`src/rtl/lsu_mem_initiator_if.sv`:
```
// Word-addressed, byte-strobed request/ready bus between the LSU and the data RAM.
interface lsu_mem_initiator_if;
  logic        mem_req;
  logic        mem_we;
  logic [29:0] mem_addr;
  logic [3:0]  mem_wstrb;
  logic [31:0] mem_wdata;
  logic        mem_ready;
  logic [31:0] mem_rdata;

  modport master (
    output mem_req, mem_we, mem_addr, mem_wstrb, mem_wdata,
    input  mem_ready, mem_rdata
  );

  modport slave (
    input  mem_req, mem_we, mem_addr, mem_wstrb, mem_wdata,
    output mem_ready, mem_rdata
  );
endinterface

```
`src/rtl/lsu_mem_initiator.sv`:
```
// Load/store initiator: computes rs1+imm, checks alignment, runs one memory
// handshake with a timeout, and returns extended load data.
module lsu_mem_initiator #(
  parameter int unsigned TIMEOUT = 255
) (
  input  logic        clk,
  input  logic        rst,
  input  logic        start,
  input  logic        is_store,
  input  logic [2:0]  funct3,
  input  logic [31:0] rs1,
  input  logic [31:0] imm,
  input  logic [31:0] rs2_data,
  output logic        busy,
  output logic        done,
  output logic        err,
  output logic [31:0] load_data,
  lsu_mem_initiator_if.master mem
);

  typedef enum logic [1:0] {IDLE, REQ, DONE, ERR} state_e;

  state_e      state_q, state_d;
  logic [15:0] tcnt_q, tcnt_d;
  logic [31:0] eff_q, eff_d;
  logic        is_store_q, is_store_d;
  logic [2:0]  funct3_q, funct3_d;
  logic [31:0] rs2_q, rs2_d;
  logic [31:0] load_data_q, load_data_d;

  logic [31:0] eff_addr;
  logic        legal;
  logic [1:0]  off_q;
  logic [16:0] tcnt_inc;
  logic [7:0]  rd_byte;
  logic [15:0] rd_half;
  logic [31:0] rd_ext;

  assign eff_addr = rs1 + imm;
  assign off_q    = eff_q[1:0];
  assign tcnt_inc = {1'b0, tcnt_q} + 17'd1;

  always_comb begin
    unique case (funct3)
      3'b000:  legal = 1'b1;
      3'b001:  legal = ~eff_addr[0];
      3'b010:  legal = (eff_addr[1:0] == 2'b00);
      3'b100:  legal = ~is_store;
      3'b101:  legal = ~is_store & ~eff_addr[0];
      default: legal = 1'b0;
    endcase
  end

  assign rd_byte = mem.mem_rdata[8*off_q +: 8];
  assign rd_half = mem.mem_rdata[16*off_q[1] +: 16];

  always_comb begin
    unique case (funct3_q)
      3'b000:  rd_ext = {{24{rd_byte[7]}}, rd_byte};
      3'b001:  rd_ext = {{16{rd_half[15]}}, rd_half};
      3'b100:  rd_ext = {24'd0, rd_byte};
      3'b101:  rd_ext = {16'd0, rd_half};
      default: rd_ext = mem.mem_rdata;
    endcase
  end

  always_comb begin
    // NOTE: every signal gets a default first, so no branch can leave one unassigned and infer a latch.
    state_d     = state_q;
    tcnt_d      = tcnt_q;
    eff_d       = eff_q;
    is_store_d  = is_store_q;
    funct3_d    = funct3_q;
    rs2_d       = rs2_q;
    load_data_d = load_data_q;
    unique case (state_q)
      IDLE: begin
        if (start) begin
          eff_d      = eff_addr;
          is_store_d = is_store;
          funct3_d   = funct3;
          rs2_d      = rs2_data;
          tcnt_d     = '0;
          state_d    = legal ? REQ : ERR;
        end
      end
      REQ: begin
        // A ready in the same cycle as the timeout hit still wins.
        if (mem.mem_ready) begin
          if (!is_store_q) load_data_d = rd_ext;
          state_d = DONE;
        end else begin
          tcnt_d = tcnt_inc[15:0];
          if (tcnt_inc == 17'(TIMEOUT)) state_d = ERR;
        end
      end
      DONE:    state_d = IDLE;
      ERR:     state_d = IDLE;
      default: state_d = IDLE;
    endcase
  end

  always_ff @(posedge clk) begin
    // NOTE: non-blocking assignments so every register samples the pre-edge values.
    if (rst) begin
      state_q     <= IDLE;
      tcnt_q      <= '0;
      eff_q       <= '0;
      is_store_q  <= 1'b0;
      funct3_q    <= '0;
      rs2_q       <= '0;
      load_data_q <= '0;
    end else begin
      state_q     <= state_d;
      tcnt_q      <= tcnt_d;
      eff_q       <= eff_d;
      is_store_q  <= is_store_d;
      funct3_q    <= funct3_d;
      rs2_q       <= rs2_d;
      load_data_q <= load_data_d;
    end
  end

  always_comb begin
    unique case (funct3_q[1:0])
      2'b00: begin
        mem.mem_wstrb = 4'b0001 << off_q;
        mem.mem_wdata = {4{rs2_q[7:0]}};
      end
      2'b01: begin
        mem.mem_wstrb = 4'b0011 << off_q;
        mem.mem_wdata = {2{rs2_q[15:0]}};
      end
      default: begin
        mem.mem_wstrb = 4'b1111;
        mem.mem_wdata = rs2_q;
      end
    endcase
    if (!is_store_q) mem.mem_wstrb = 4'b0000;
  end

  assign mem.mem_req  = (state_q == REQ);
  assign mem.mem_we   = is_store_q;
  assign mem.mem_addr = eff_q[31:2];

  assign busy      = (state_q != IDLE);
  assign done      = (state_q == DONE);
  assign err       = (state_q == ERR);
  assign load_data = load_data_q;

endmodule

```
`src/flat_wrapper.sv`:
```
// flat-port wrapper written by rule: the top's interface ports become plain ports
module lsu_mem_initiator_flat 
#(
  parameter int unsigned TIMEOUT = 255
)
  (clk, rst, start, is_store, funct3, rs1, imm, rs2_data, busy, done, err, load_data, mem_mem_req, mem_mem_we, mem_mem_addr, mem_mem_wstrb, mem_mem_wdata, mem_mem_ready, mem_mem_rdata);
  lsu_mem_initiator_if mem_i ();
  input  logic clk;
  input  logic rst;
  input  logic start;
  input  logic is_store;
  input  logic [2:0] funct3;
  input  logic [31:0] rs1;
  input  logic [31:0] imm;
  input  logic [31:0] rs2_data;
  output logic busy;
  output logic done;
  output logic err;
  output logic [31:0] load_data;
  output wire logic [$bits(mem_i.mem_req)-1:0] mem_mem_req;
  output wire logic [$bits(mem_i.mem_we)-1:0] mem_mem_we;
  output wire logic [$bits(mem_i.mem_addr)-1:0] mem_mem_addr;
  output wire logic [$bits(mem_i.mem_wstrb)-1:0] mem_mem_wstrb;
  output wire logic [$bits(mem_i.mem_wdata)-1:0] mem_mem_wdata;
  input wire logic [$bits(mem_i.mem_ready)-1:0] mem_mem_ready;
  input wire logic [$bits(mem_i.mem_rdata)-1:0] mem_mem_rdata;
  assign mem_mem_req = mem_i.mem_req;
  assign mem_mem_we = mem_i.mem_we;
  assign mem_mem_addr = mem_i.mem_addr;
  assign mem_mem_wstrb = mem_i.mem_wstrb;
  assign mem_mem_wdata = mem_i.mem_wdata;
  assign mem_i.mem_ready = mem_mem_ready;
  assign mem_i.mem_rdata = mem_mem_rdata;
  lsu_mem_initiator #(.TIMEOUT(TIMEOUT)) u_core (.clk(clk), .rst(rst), .start(start), .is_store(is_store), .funct3(funct3), .rs1(rs1), .imm(imm), .rs2_data(rs2_data), .busy(busy), .done(done), .err(err), .load_data(load_data), .mem(mem_i));
endmodule
```
`config.mk`:
```
export PLATFORM = sky130hd
export DESIGN_NAME = lsu_mem_initiator_flat
export DESIGN_NICKNAME = d
export VERILOG_FILES = /design/src/rtl/lsu_mem_initiator_if.sv /design/src/rtl/lsu_mem_initiator.sv /design/src/flat_wrapper.sv
export SDC_FILE = /design/constraint.sdc
export NUM_CORES = 1
export LEC_CHECK = 0
export ABC_AREA = 1
export CAP_MARGIN = 25
export CORE_MARGIN = 1
export CORE_UTILIZATION = 52
export DETAILED_ROUTE_END_ITERATION = 6
export PLACE_DENSITY = 0.88
export REMOVE_ABC_BUFFERS = 1
export SLEW_MARGIN = 20
export SYNTH_ARGS = -nofsm -noshare
export SYNTH_HDL_FRONTEND = slang
export SYNTH_SLANG_ARGS = --single-unit
```
`constraint.sdc`:
```
create_clock -name clk -period 5.6 [get_ports clk]
set_clock_uncertainty 0.1 [all_clocks]
set_input_delay 1.12 -clock clk [delete_from_list [all_inputs] [get_ports clk]]
set_output_delay 1.12 -clock clk [all_outputs]
set_load 0.02 [all_outputs]
```
# Word-level counts from Yosys, hierarchy flattened
# Cells that the tools add are included.
# word_totals
in_bits,136
out_inout_bits,103
word_cells,57
regBits,118
# classes
n_reduce_logical,12
n_shift,4
eq_ne,15
n_addsub,2
n_bitwise,4
muxes,13
# op_table
operator,n
32-bit case mux with 4 select lines,1
32-bit case mux with 2 select lines,1
32-bit adder,1
16-bit 2-to-1 mux,2
16-bit case mux with 2 select lines,1
32-bit by 6-bit indexed part select with 16-bit output,1
32-bit by 6-bit indexed part select with 8-bit output,1
"16-bit by 1-bit adder with 17-bit output, second input constant",1
"17-bit by 8-bit equality test with 1-bit output, second input constant",1
"3-bit equality test, second input constant",4
2-bit 2-to-1 mux,4
4-bit case mux with 2 select lines,1
"3-bit by 1-bit equality test with 1-bit output, second input constant",2
2-bit zero test,3
3-bit zero test,2
2-bit case mux with 3 select lines,1
3-bit AND reduction,2
1-bit case mux with 5 select lines,1
"2-bit by 1-bit equality test with 1-bit output, second input constant",2
"2-bit equality test, second input constant",2
4-bit 2-to-1 mux,1
"2-bit != test, second input constant",2
2-bit AND reduction,2
2-bit nonzero test,2
other kinds (7),9

# Depth between registers and ports, before layout
# Gate-level depths: netlist of the first run.
# logic_depth
depth_word,7
depth_mapped,14
ltp_nobuf,14

# Worst setup path before layout of the first run
# Ideal clock, no wire load.
# synth_path
path_type,input-to-reg
startpoint,in rs1[0]
endpoint,reg u_core.eff_q[18]
setup_slack_ps,2854
setup_time_ps,115
n_path_buf,0
t_arrival_ps,2531
required_time_ps,5385
stages,14
path_cell_list,ha_1 -> fa_1 -> nand3_1 -> nand2_1 -> nand2_1 -> nand2_1 -> nand2_1 -> nand2_1 -> nand2_1 -> nand2_1 -> nand2_1 -> nand2_1 -> o21ai_0 -> inv_1
# synth_between
elab_chain_len,1
# synth_rtl
item,line_no,rtl
from (decl),flat_wrapper.sv:13,input logic [31:0] rs1;
32-bit adder,lsu_mem_initiator.sv:39,assign eff_addr = rs1 + imm;
to (signal assigned),lsu_mem_initiator.sv:108,eff_q <= '0;
to (signal assigned),lsu_mem_initiator.sv:116,eff_q <= eff_d;
to (decl),lsu_mem_initiator.sv:25,"logic [31:0] eff_q, eff_d;"
# No other way between the ends.
# A chain may end at the register's enable or synchronous reset.

# Worst setup path in the final report of the first run
# layout_path
startpoint,reg u_core.funct3_q[1]
endpoint,out mem_mem_wstrb[2]
# layout_between
elab_chain_len,3
word_cells_on_any_way,4
classes_between,eq/ne (1); mux (2); reduce/logical (1)
# layout_rtl
item,line_no,rtl
from (decl),lsu_mem_initiator.sv:27,"logic [2:0] funct3_q, funct3_d;"
from (signal assigned),lsu_mem_initiator.sv:118,funct3_q <= funct3_d;
2-bit by 1-bit equality test with 1-bit output or 2-bit zero test (tied branches),lsu_mem_initiator.sv:125,unique case (funct3_q[1:0])
4-bit case mux with 2 select lines (*),lsu_mem_initiator.sv:125,
4-bit 2-to-1 mux (*),lsu_mem_initiator.sv:139,if (!is_store_q) mem.mem_wstrb = 4'b0000;
to (decl),flat_wrapper.sv:23,output wire logic [$bits(mem_i.mem_wstrb)-1:0] mem_mem_wstrb;
# Mark *: on every way between the ends. The rest lies on a longest branch, timed or not.

==> flow_summary.ini, run 1 <==
[logic_synthesis]
number_of_instances_in_the_synthesized_netlist = 1292
ys_top_cells_by_count = nand2_1, nor2_1, inv_1
yosys.area.top_type_share = 0.292
ys.warnings.count = 0
ys_ff_latch = 118
synth-async-reset-ratio = 0
postSynthAreaPerCell_um2 = 6.27
synth_sequential_area_ratio = 0.292
cell_types_with_the_largest_area_share_after_synthesis = dfxtp_1, nand2_1, nor2_1
yosys.area.top_type = dfxtp_1
synthesis.area_mm2 = 0.00810
synth.lib_cells_used.distinct = 45
yosys.cell_count.top_type = nand2_1
synth-main-ff-cell = dfxtp_1
synth_enable_flop_cells = 0

[setup_path]
worstPathRequired_ns = 4.38
worstPathCellList = buf_4 -> inv_1 -> o21ai_1 -> nor2_1 -> a211oi_1 -> clkdlybuf4s50_1
timing.critical_path.arrival_ns = 3.09
crit_path_max_incr_delay_ns = 0.65
critical-path-slowest-cell = clkdlybuf4s50_1
cpLargestDelayFamily = buffers and inverters
crit_fanout = 36
timing_worst_setup_path_type = reg2out
crit_path_end_kind = output port
critPathLaunchType = register
cp_num_buf_inv = 3

[routing]
avgRoutedWirePerCell_um = 14.6
drt_total_wl_um = 24400
drt_iter0_markers = 987
drc = 0
detail_route.first_pass.iterations = 5
vias = 9157
avgViaCountPerCell = 5.48
drtAntennaViolNets = 0

[sta]
fraction_of_the_cycle_the_final_worst_path_needs = 0.770
report.final.slew_viol_count = 0
setup_viol = 0
achievable-frequency_mhz = 232
report.final.hold_viol_count = 0
tmin_final_ns = 4.31
setup-tns-final_ns = 0
grt_setup_unrepaired = false
worst_pin_slew_ns = 0.919
worst_slew_margin_rel = 0.385

[grt]
grt_antenna_before_repair = 0
globalRouteOverflowTotal = 0
grt_start_max_net_pins = 75
grt_total_usage = 0.304
grt_pass1_wl_um = 39500
number_of_global_route_vias_before_repair = 8337

[floorplanning]
floorplan.die.height_um = 127
core_footprint_mm2 = 0.0152
die-area_mm2 = 0.0161
fp-row-count = 45
floorplan.die.width_um = 127
initial_utilization = 0.533
ioPinCount = 239

[layout]
n_antenna_cell = 0
final_nets = 1639
share_of_final_layout_standard_cells_stronger_than_drive_strength_1 = 0.0513
utilization = 0.718
layoutNonFillerInstCount = 1670
syn2layout_area_growth_pct = 34.7

[power]
power_density_relative_to_cell_area_mw_per_mm2 = 281
p_leak_uw = 0.00511
maximum_resistive_drop_on_vdd_mv = 0.240

[hold_path]
min_path_type = reg2reg

[clocking]
clk_transition_reported_paths_ns = 0.05
clock_tree.htree_level_count = 4
clock_tree.root_cell = clkbuf_16
hold_buffers = 0
cts_buffers = 17
cts_tree = done
cts_sinks = 118
cts_post_setup_buffers_inserted = 0
clock_tree.buffer_depth = 2
cts.repair.resized = 0
clock_latency_ns = 0.41

[place]
detailedPlacementHpwl_um = 17800
place.gp.congestion = 0.937
dpl.cell_count = 1638
numPortBuffers = 238

[flow_run]
drv_cap = 0

[status]
status = completed
[final cells by class]
class	instances	area [um^2]
Clock inverter	14	198
Timing Repair Buffer	243	2420
Clock buffer	18	439
Inverter	186	699
Tap cell	188	235
Multi-Input combinational cell	903	4560
Sequential cell	118	2360
Fill cell	1206	4290
[cells by family after synthesis]
kind of cell | synth area share
flip-flops | 0.292
AND/OR/NAND/NOR | 0.313
adder cells (fa/ha/maj) | 0.0535
buffers and inverters | 0.145
AO/OA/AOI/OAI | 0.177
XOR/XNOR | 0.0193
[layer usage]
layer | GRT usage | wire length, um
met1 | 0.365 | 9990
met2 | 0.516 | 11600
met3 | 0.0582 | 1830
met4 | 0.157 | 993
met5 | 0 | 0
[flip-flops by register name, summed over array words and instances (netlist names)]
signal	flops
u_core.eff_q	32
u_core.load_data	32
u_core.rs2_q	32
u_core.funct3_q	3
u_core.mem.mem_we	1
u_core.state_q	2
u_core.tcnt_q	16
[placed cells by master, fill, tap and decap left out, types with 6 or more instances in the layout]
cell type        instances
a21oi_1                 89
a31oi_1                 12
clkbuf_16               17
clkdlybuf4s50_1        238
dfxtp_1                118
ha_1                    33
inv_1                  172
inv_2                   12
nand2_1                306
nand2_2                  6
nand3_1                 62
nand4_1                  9
nor2_1                 183
nor2_4                   6
o211ai_1                15
o21ai_0                104
o21bai_1                 6
o221ai_1                11
xor2_1                  13
[per-stage QoR]
stage | setup WS, ns | hold WS, ns | area, um^2 | total power (uW)
2_1_floorplan | 2.03 | 0.339 | 7620 | 1490
3_3_place_gp | 1.87 | 0.353 | 10300 | 1880
3_5_place_dp | 1.78 | 0.364 | 10300 | 1890
4_1_cts | 1.36 | 0.378 | 10900 | 3060
5_1_grt | 1.14 | 0.395 | 10900 | 3210
6_report | 1.29 | 0.373 | 10900 | 3060
[worst register-to-register path: stages (launching register included)]
cell and delay (ns):
dfxtp_1 0.39, inv_2 0.06, nor2_2 0.14, nand3_1 0.65, inv_2 0.81, o21ai_0 0.23
o221ai_1 0.32, inv_1 0.08
[where the power goes]
| group | leakage [uW] | internal (uW) | switching [uW] |
|---|---|---|---|
| combinational | 0.00384 | 388 | 544 |
| sequential | 0.000969 | 915 | 48.4 |
| clock | 0.000307 | 759 | 409 |
[path summary, 6_finish.rpt]
path,startpoint,to,slack (ns),cells after the start
setup / recovery,u_core.funct3_q[1]$_SDFFE_PP0P_,mem_mem_wstrb[2],1.29,6
hold / removal,u_core.tcnt_q[15]$_SDFFE_PP0P_,u_core.tcnt_q[15]$_SDFFE_PP0P_,0.37,2
setup reg to reg,u_core.state_q[0]$_SDFFE_PP0P_,u_core.load_data[23]$_SDFFE_PP0P_,2.69,7
hold reg to reg,u_core.tcnt_q[15]$_SDFFE_PP0P_,u_core.tcnt_q[15]$_SDFFE_PP0P_,0.37,2
(Power assumes the default switching activity.)
==> inputs of run 2 (changes only) <==
Settings changed: CORE_UTILIZATION 52 to 49, PLACE_DENSITY 0.88 to 0.83.
Clock period 5.6 ns to 4.1 ns, I/O delays scaled along.
==> flow_summary.ini, run 2 (synthesis gave the netlist of run 1 again) <==
[status]
status = completed

[flow_run]
drv_cap = 0

[layout]
layout.cell_area.non_filler_mm2 = 0.0110
syn2layout_area_growth_pct = 35.3
n_antenna_cell = 0
commonest_non_fill_non_tap_cells_in_the_layout = nand2_1, clkdlybuf4s50_1, nor2_1, inv_1, dfxtp_1
most_common_cell_after_layout_fill_and_taps_aside = nand2_1
final_nets = 1643
share_of_final_layout_standard_cells_stronger_than_drive_strength_1 = 0.0545
utilization = 0.685

[floorplanning]
die-area_mm2 = 0.0170
initial_utilization = 0.506
floorplan.die.height_um = 131
core_footprint_mm2 = 0.0160
floorplan.die.width_um = 131
fp-row-count = 46
ioPinCount = 239

[power]
clkPwrFrac = 0.371
power.internal_uw = 2740
p_leak_uw = 0.00512
seq_power_share = 0.319
total_power_consumption_uw = 4120
netSwitchingFraction = 0.335
maximum_resistive_drop_on_vdd_mv = 0.364
p_sw_uw = 1380
power_density_relative_to_cell_area_mw_per_mm2 = 377
combinational_cell_fraction_of_total_power = 0.310

[clocking]
hold_buffers = 0
clock_tree.buffer_depth = 2
clock_tree.root_cell = clkbuf_16
clock_tree.htree_level_count = 4
cts.repair.resized = 0
clk_transition_reported_paths_ns = 0.06
cts_tree = done
cts_buffers = 17
cts_post_setup_buffers_inserted = 0
cts_sinks = 118
clock_latency_ns = 0.43

[sta]
worst_pin_slew_ns = 0.871
report.final.hold_viol_count = 0
worst_slew_margin_rel = 0.420
setup_viol = 0
worst_hold_slack_ns = 0.372
tmin_final_ns = 3.47
grt_setup_unrepaired = false
achievable-frequency_mhz = 288
report.final.slew_viol_count = 0
setup-tns-final_ns = 0
fraction_of_the_cycle_the_final_worst_path_needs = 0.846

[setup_path]
timing_worst_setup_path_type = reg2out
crit_fanout = 17
crit_path_end_kind = output port
timing.critical_path.arrival_ns = 2.55
worstPathRequired_ns = 3.18
critPathLaunchType = register

[grt]
grt_pass1_wl_um = 38300
number_of_global_route_vias_before_repair = 7955
globalRouteOverflowTotal = 0
grt_antenna_before_repair = 0
grt_total_usage = 0.285
grt_start_max_net_pins = 73

[routing]
detail_route.first_pass.iterations = 6
avgRoutedWirePerCell_um = 14.5
avgViaCountPerCell = 5.27
drt_total_wl_um = 24700
drt_iter0_markers = 708
drtAntennaViolNets = 0
vias = 8969
drc = 0

[place]
numPortBuffers = 238
detailedPlacementHpwl_um = 18300
post_dp_cell_area_mm2 = 0.0103
place.gp.congestion = 0.905

[hold_path]
min_path_type = reg2reg
==> run 2: changes by cell type in the layout (fill, tap and decap cells not counted), sizes merged <==
cell	before	now
clkinv	8	10
buf	5	10
clkdlybuf4s50	238	237
bufinv	4	3
clkbuf	18	17
==> run 2: critical path: stages (launching register included) <==
cell	delay [ns]
dfxtp_1	0.44
inv_2	0.08
nor2_2	0.09
buf_4	0.24
clkinv_1	0.34
o211ai_1	0.28
clkdlybuf4s50_1	0.66
==> run 2: final timing paths <==
check,from,endpoint,slack [ns],depth (start not counted)
hold / removal,u_core.rs2_q[8]$_SDFFE_PP0P_,u_core.rs2_q[8]$_SDFFE_PP0P_,0.37,2
setup / recovery,u_core.funct3_q[0]$_SDFFE_PP0P_,mem_mem_wdata[26],0.63,6
setup reg to reg,u_core.state_q[0]$_SDFFE_PP0P_,u_core.load_data[22]$_SDFFE_PP0P_,1.95,8
hold reg to reg,u_core.rs2_q[8]$_SDFFE_PP0P_,u_core.rs2_q[8]$_SDFFE_PP0P_,0.37,2
==> run 2: cell type report <==
| type | instances | area, um^2 |
|---|---|---|
| clock inverters | 15 | 181 |
| inverters | 186 | 698 |
| multi-input cells | 903 | 4560 |
| fillers | 1427 | 5050 |
| clock buffers | 17 | 425 |
| repair buffers | 247 | 2460 |
| well taps | 216 | 270 |
| flip-flops and latches | 118 | 2360 |
==> run 2: metrics by stage <==
stage          worst slack, ns  instances
2_1_floorplan            0.830       1207
3_3_place_gp              1.02       1669
3_5_place_dp             0.979       1670
4_1_cts                  0.618       1702
5_1_grt                  0.505       1702
6_report                 0.630       1702
==> run 2: power by group through the flow <==
stage | clock [uW] | sequential [uW] | combinational [uW]
floorplan | 0 | 1420 | 610
global placement | 0 | 1330 | 1240
detailed placement | 0 | 1340 | 1260
CTS | 1540 | 1310 | 1270
global route | 1600 | 1330 | 1400
finish | 1530 | 1310 | 1280
==> run 2: layer usage <==
| metal | up-vias | part of all wire | GRT usage |
|---|---|---|---|
| met5 | - | 0 | 0 |
| met2 | 412 | 0.48 | 0.489 |
| met3 | 52 | 0.082 | 0.0643 |
| met1 | 4047 | 0.40 | 0.337 |
| li1 | 4458 | - | - |
| met4 | 0 | 0.033 | 0.136 |
